**src/rtl/piso_tx.sv**
```systemverilog
// piso_tx: parallel-in serial-out transmitter.
// A WIDTH-bit word is accepted on a valid/ready handshake and shifted out
// one bit per clock, framed by sout_valid / sout_first / sout_last. A
// one-word holding buffer lets the next word wait while the current frame
// is in flight, so back-to-back frames stream with no idle cycle.
//
// Ports:
//   clk        system clock, rising edge
//   rst        synchronous active-high reset
//   din        parallel word to transmit
//   din_valid  din holds a word
//   din_ready  a word can be accepted this cycle
//   sout       serial data bit (registered)
//   sout_valid sout carries a frame bit
//   sout_first sout is bit 0 of a frame
//   sout_last  sout is the final bit of a frame
module piso_tx #(
  parameter int WIDTH     = 4,
  parameter bit LSB_FIRST = 1'b0
) (
  input  logic             clk,
  input  logic             rst,
  input  logic [WIDTH-1:0] din,
  input  logic             din_valid,
  output logic             din_ready,
  output logic             sout,
  output logic             sout_valid,
  output logic             sout_first,
  output logic             sout_last
);

  localparam int CW = (WIDTH > 1) ? $clog2(WIDTH) : 1;
  localparam logic [CW-1:0] LAST = CW'(WIDTH - 1);

  typedef enum logic {IDLE, SHIFT} state_t;

  state_t          state;
  logic [CW-1:0]   cnt;
  logic            buf_full;
  logic [WIDTH-1:0] shreg_p0;
  logic [WIDTH-1:0] buf_p0;

  logic             xfer;
  logic             at_last;
  logic             load;
  logic [WIDTH-1:0] load_w;
  logic [WIDTH-1:0] shreg_adv;
  logic [CW-1:0]    cnt_nxt;

  // Drop the bit just sent so the next one sits at the output end.
  function automatic logic [WIDTH-1:0] advance(input logic [WIDTH-1:0] w);
    if (LSB_FIRST) return w >> 1;
    else           return w << 1;
  endfunction

  function automatic logic head(input logic [WIDTH-1:0] w);
    if (LSB_FIRST) return w[0];
    else           return w[WIDTH-1];
  endfunction

  assign din_ready = (state == IDLE) || !buf_full;
  assign xfer      = din_valid && din_ready;
  assign at_last   = (cnt == LAST);
  assign shreg_adv = advance(shreg_p0);
  assign cnt_nxt   = cnt + 1'b1;

  // A new frame starts either from IDLE on a transfer, or at the last bit of
  // the current frame: the buffered word wins, otherwise din bypasses the
  // buffer (only possible when the buffer is empty, since din_ready is 0
  // while it is full).
  always_comb begin
    load   = 1'b0;
    load_w = din;
    if (state == IDLE) begin
      load = xfer;
    end else if (at_last) begin
      if (buf_full) begin
        load   = 1'b1;
        load_w = buf_p0;
      end else begin
        load = xfer;
      end
    end
  end

  // Stage p0: control and framing outputs.
  always_ff @(posedge clk) begin
    if (rst) begin
      state      <= IDLE;
      cnt        <= '0;
      buf_full   <= 1'b0;
      sout       <= 1'b0;
      sout_valid <= 1'b0;
      sout_first <= 1'b0;
      sout_last  <= 1'b0;
    end else begin
      if (load) begin
        state      <= SHIFT;
        cnt        <= '0;
        sout       <= head(load_w);
        sout_valid <= 1'b1;
        sout_first <= 1'b1;
        sout_last  <= (WIDTH == 1);
        if (state == SHIFT && buf_full) buf_full <= 1'b0;
      end else if (state == SHIFT && !at_last) begin
        cnt        <= cnt_nxt;
        sout       <= head(shreg_adv);
        sout_first <= 1'b0;
        sout_last  <= (cnt_nxt == LAST);
        if (xfer) buf_full <= 1'b1;
      end else begin
        state      <= IDLE;
        cnt        <= '0;
        sout       <= 1'b0;
        sout_valid <= 1'b0;
        sout_first <= 1'b0;
        sout_last  <= 1'b0;
      end
    end
  end

  // Stage p0: data registers, qualified by the control state above.
  always_ff @(posedge clk) begin
    if (load) begin
      shreg_p0 <= load_w;
    end else if (state == SHIFT) begin
      shreg_p0 <= shreg_adv;
    end
    if (state == SHIFT && !at_last && xfer) begin
      buf_p0 <= din;
    end
  end

endmodule

```
**config.mk**
```make
export PLATFORM = sky130hd
export DESIGN_NAME = piso_tx
export DESIGN_NICKNAME = d
export VERILOG_FILES = /design/src/rtl/piso_tx.sv
export SDC_FILE = /design/constraint.sdc
export NUM_CORES = 1
export LEC_CHECK = 0
export CAP_MARGIN = 25
export CORE_AREA = 4 4 41 43
export CTS_CLUSTER_SIZE = 24
export DETAILED_ROUTE_END_ITERATION = 16
export DIE_AREA = 0 0 45 47
export MAX_ROUTING_LAYER = met4
export PLACE_DENSITY = 0.77
export SETUP_SLACK_MARGIN = 0.05
export SYNTH_ARGS = -nofsm -noshare
export SYNTH_HDL_FRONTEND = slang
export SYNTH_SLANG_ARGS = --single-unit
```
**constraint.sdc**
```tcl
create_clock -name clk -period 1.97 [get_ports clk]
set_input_delay 0.591 -clock clk [delete_from_list [all_inputs] [get_ports clk]]
set_output_delay 0.591 -clock clk [all_outputs]
set_load 0.01 [all_outputs]
```
* Yosys cells after proc, flatten, opt, wreduce, memory -nomap -nowiden *
Index checks and enable logic that the tools add are counted.

word-level totals
  flip-flop bits (word level) = 14
  output and inout bits = 5
  logic and storage cells = 44

cells by class
  add/sub/neg operators = 1
  equal/unequal tests = 4
  multiplexer cells = 17
  bitwise operators = 2
  reduce and logical (&&, ||, !) cells = 12

operator list
  operator               number
  $mux W1                12
  $mux W4                3
  $mux W3                2
  $reduce_bool A2 Y1     3
  $eq A2 B2 Y1 const B   2
  $logic_and A1 B1 Y1    4
  $reduce_and A3 Y1      1
  $reduce_or A3 Y1       1
  $add A2 B1 Y2 const B  1
  $logic_not A1 Y1       2
  $ne A2 B1 Y1 const B   1
  $ne A2 B2 Y1 const B   1
  $not A1 Y1             2
  $logic_or A1 B1 Y1     1

* Logic depth before layout (Yosys ltp) *
  depth in word-level cells = 8
  gate-level depth with buffers = 4

* Worst setup path before layout *
OpenSTA, ideal clock, no wires.

  path type = reg2reg
  start = reg cnt[0]
  end = reg shreg_p0[1] (data pin)
  library setup time = 0.260 ns
  arrival time = 1.247 ns
  setup slack = 0.463 ns
  stages on the path, launching flop included = 5
  buffers on the path = 0
  cells stage by stage = dfxtp_1 -> ha_1 -> nand2b_1 -> nand2_1 -> mux2_2

between the ends
  longest elaborated chain between the ends = 4

RTL lines
  element                                    RTL line  source
  start, declared                            38        logic [CW-1:0] cnt;
  start signal, assigned                     106       cnt <= cnt_nxt;
  $eq A2 B2 Y1 *                             63        assign at_last = (cnt == LAST);
  $mux W4 / $mux W1 (equally long branches)  76        end else if (at_last) begin
  $mux W4 / $mux W1 (equally long branches)  74        if (state == IDLE) begin
  $mux W3 *                                  124       if (load) begin
  end signal, assigned                       125       shreg_p0 <= load_w;
  end signal, assigned                       127       shreg_p0 <= shreg_adv;
  end, declared                              40        logic [WIDTH-1:0] shreg_p0;

Every way passes the cells marked *; elsewhere a longest branch is shown, timed or not.
A chain may end at the register's enable or synchronous reset.

* Worst setup path after layout *
  start = reg buf_full
  end = out din_ready

between the ends
  longest elaborated chain between the ends = 2

RTL lines
  element                 RTL line  source
  start, declared         39        logic buf_full;
  start signal, assigned  91        buf_full <= 1'b0;
  start signal, assigned  104       if (state == SHIFT && buf_full) buf_full <= 1'b0;
  start signal, assigned  110       if (xfer) buf_full <= 1'b1;
  $logic_not A1 Y1        61        assign din_ready = (state == IDLE) || !buf_full;
  $logic_or A1 B1 Y1      61
  end, declared           25        output logic din_ready,

Every way passes these cells.

==> reports/qor.yml <==
dp_hpwl_um: 869
post_cts_buffers: 0
synth_cell_types: 20
path_class: "flip-flop to output port"
cts_hold_buffers: 0
die_y_um: 47
layout.nets: 72
portBuffers: 11
yosysSeqAreaShare_pct: 61.1
drt-total-wl_mm: 1.10
period_share_pct: 92.2
period_needed_ns: 1.82
min_to: "cnt[0]$_SDFF_PP0_"
syn_avg_cell_area_um2: 13.3
holdWs_ns: 0.467
ys_seq_elements: 14
grt_remaining_overflow: 0
max_freq_mhz: 550
cts_sinks: 14
synthTopCellsByArea: "edfxtp_1 (37%), dfxtp_1 (24%), mux2_4 (5.2%), ha_1 (4.4%), mux2_2 (3.9%)"
cts_buffer_depth: 2
first_pass_iters: 4
hold_violations: 0
grt_pass1_vias: 411
power_density_nw_per_um2: 763
r2r-end: "shreg_p0[1]$_DFFE_PP_"
die_area_um2: 2120
die_w_um: 45
switching_share_pct: 23.0
fin_skew_ns: 0.00482
synth_top_cell_area_share_pct: 36.7
syn_inst: 43
vias_per_cell: 4.90
drv_slew: 0
crit_required_ns: 1.38
leakagePower_nw: 0.312
grt_max_degree: 9
finalSetupViolCount: 0
synthesis.nets: 52
cts_root_buf: "clkbuf_4"
r2r_setup_slack_ns: 0.36
cp-end-kind: "output port"
gp_congestion: 0.681
sequentialPowerShare_pct: 58.4
num_rows: 13
hp-start: "cnt[0]$_SDFF_PP0_"
vdd_drop_max_v: 0.000407
max_slew_margin_pct: 83.2
antenna_left: 0
area_growth_pct: 32.8
clk_pin_slew_ns: 0.08
rr_startpoint: "cnt[0]$_SDFF_PP0_"
n_fill_cell: 116
cts_buffers: 3
core_um2: 1300
ys.flop_type: "edfxtp_1"
io_pins: 12
synthArstFlopShare_pct: 0
p_sw_uw: 134
internal_power_uw: 447
dr_total_vias: 377
outcome: "finished, final reports clean"
tightest_slew_ns: 0.251
holdPathStages: 1
arrival_ns: 1.23
insertion_delay_ns: 0.28
tns_ns: 0
drc: 0
htree_levels: 1
grt_use_total_pct: 13.3
antenna_cells: 0
cap_violations: 0
r2r_cells: 4
start_util_pct: 44.0
syn_area_um2: 573
synth-edff-count: 7
grt_pass1_wl_mm: 1.79
cts_tree: "done"
drt_iter0_markers: 4
rsz0062_at_grt: "no"
final_layout_size_suffix_gt1_share_pct: 25.8
min_path_type: "flip-flop to flip-flop"
cp_max_fo: 5
startpoint_type: "flip-flop"
post_cts_resized: 0
netlist.top_cell.by_area: "edfxtp_1"
clock_power_share_pct: 28.3
antenna_found_initial: 0
p_comb_share_pct: 13.2
yosys_warnings: 0
synth_common_cells: "dfxtp_1 (7), edfxtp_1 (7), nand2_1 (4)"
wl_per_cell_um: 14.2
-- through the flow --
| step | std cells | cell area (µm²) | total power, mW | worst slack, ns | util [%] |
|---|---|---|---|---|---|
| 2_1_floorplan | 43 | 573 | 0.378 | 0.463 | - |
| 3_3_place_gp | 73 | 732 | 0.418 | 0.0898 | 56.3 |
| 3_5_place_dp | 73 | 732 | 0.423 | 0.0758 | 56.3 |
| 4_1_cts | 77 | 758 | 0.584 | 0.0556 | 58.3 |
| 5_1_grt | 77 | 761 | 0.610 | 0.0895 | 58.5 |
| 6_report | 77 | 761 | 0.581 | 0.153 | 58.5 |
-- cell type report --
type	instances	area [µm²]	share of cell area (%)
clock buffer	3	22.5	2.96
timing repair buffer	16	148	19.4
multi-input combinational	27	211	27.8
tap	15	18.8	2.47
sequential	14	353	46.4
clock inverter	1	3.75	0.493
inverter	1	3.75	0.493
-- critical path, stage by stage, from the launching register on --
cell and delay (ns):
dfxtp_2 0.36, nand2_1 0.07, clkdlybuf4s50_1 0.53
-- worst max-delay path by stage --
stage | start | to | slack (ns)
after CTS | state$_SDFFE_PP0P_ | sout_valid | 0.06
after floorplan | cnt[0]$_SDFF_PP0_ | shreg_p0[1]$_DFFE_PP_ | 0.46
final | buf_full$_SDFFE_PP0P_ | din_ready | 0.15
after detailed placement | din_valid | shreg_p0[2]$_DFFE_PP_ | 0.08
after global placement | din_valid | shreg_p0[2]$_DFFE_PP_ | 0.09
after global routing | buf_full$_SDFFE_PP0P_ | din_ready | 0.09
-- power groups by stage --
stage / Sequential (mW) / Combinational, mW / Clock [mW]
after floorplan: 0.343 / 0.0353 / 0
after global routing: 0.342 / 0.0836 / 0.185
final: 0.339 / 0.0769 / 0.164
after global placement: 0.345 / 0.0738 / 0
after detailed placement: 0.345 / 0.0772 / 0
after CTS: 0.339 / 0.0775 / 0.168
-- state kept, by name, summed over array words and instances, names as in the netlist --
| signal | count |
|---|---|
| buf_p0 | 4 |
| sout | 1 |
| buf_full | 1 |
| sout_first | 1 |
| sout_last | 1 |
| shreg_p0 | 3 |
| cnt | 2 |
| state | 1 |
-- cell families after synthesis --
| family | synth area share [%] |
|---|---|
| fa+ha+maj | 4.37 |
| simple gates | 14.2 |
| flops | 61.1 |
| buf+inv | 1.96 |
| compound gates | 5.68 |
| mux | 12.7 |
-- cell usage in the layout, fill, tap and decap left out, drive strengths merged --
master / Yosys / layout
clkdlybuf4s50: 0 / 11
edfxtp: 7 / 7
dfxtp: 7 / 7
buf: 1 / 5
nand2: 4 / 4
mux2: 4 / 4
nor3: 3 / 3
clkbuf: 0 / 3
a21oi: 2 / 2
mux2i: 2 / 2
nor2: 2 / 2
ha: 2 / 2
nand3: 1 / 1
nand2b: 1 / 1
a21o: 1 / 1
or2: 1 / 1
inv: 1 / 1
a211oi: 1 / 1
nor3b: 1 / 1
o31ai: 1 / 1
and2: 1 / 1
clkinv: 0 / 1
-- layer usage --
layer	part of all wire, %	wire [µm]	vias to the layer above	track usage [%]
met5	0	0	-	-
met4	2.6	29	0	12.3
met3	3.8	42	4	3.45
met2	51	558	8	19.2
met1	42	465	171	14.9
li1	-	-	194	-
(Power assumes the default switching activity.)
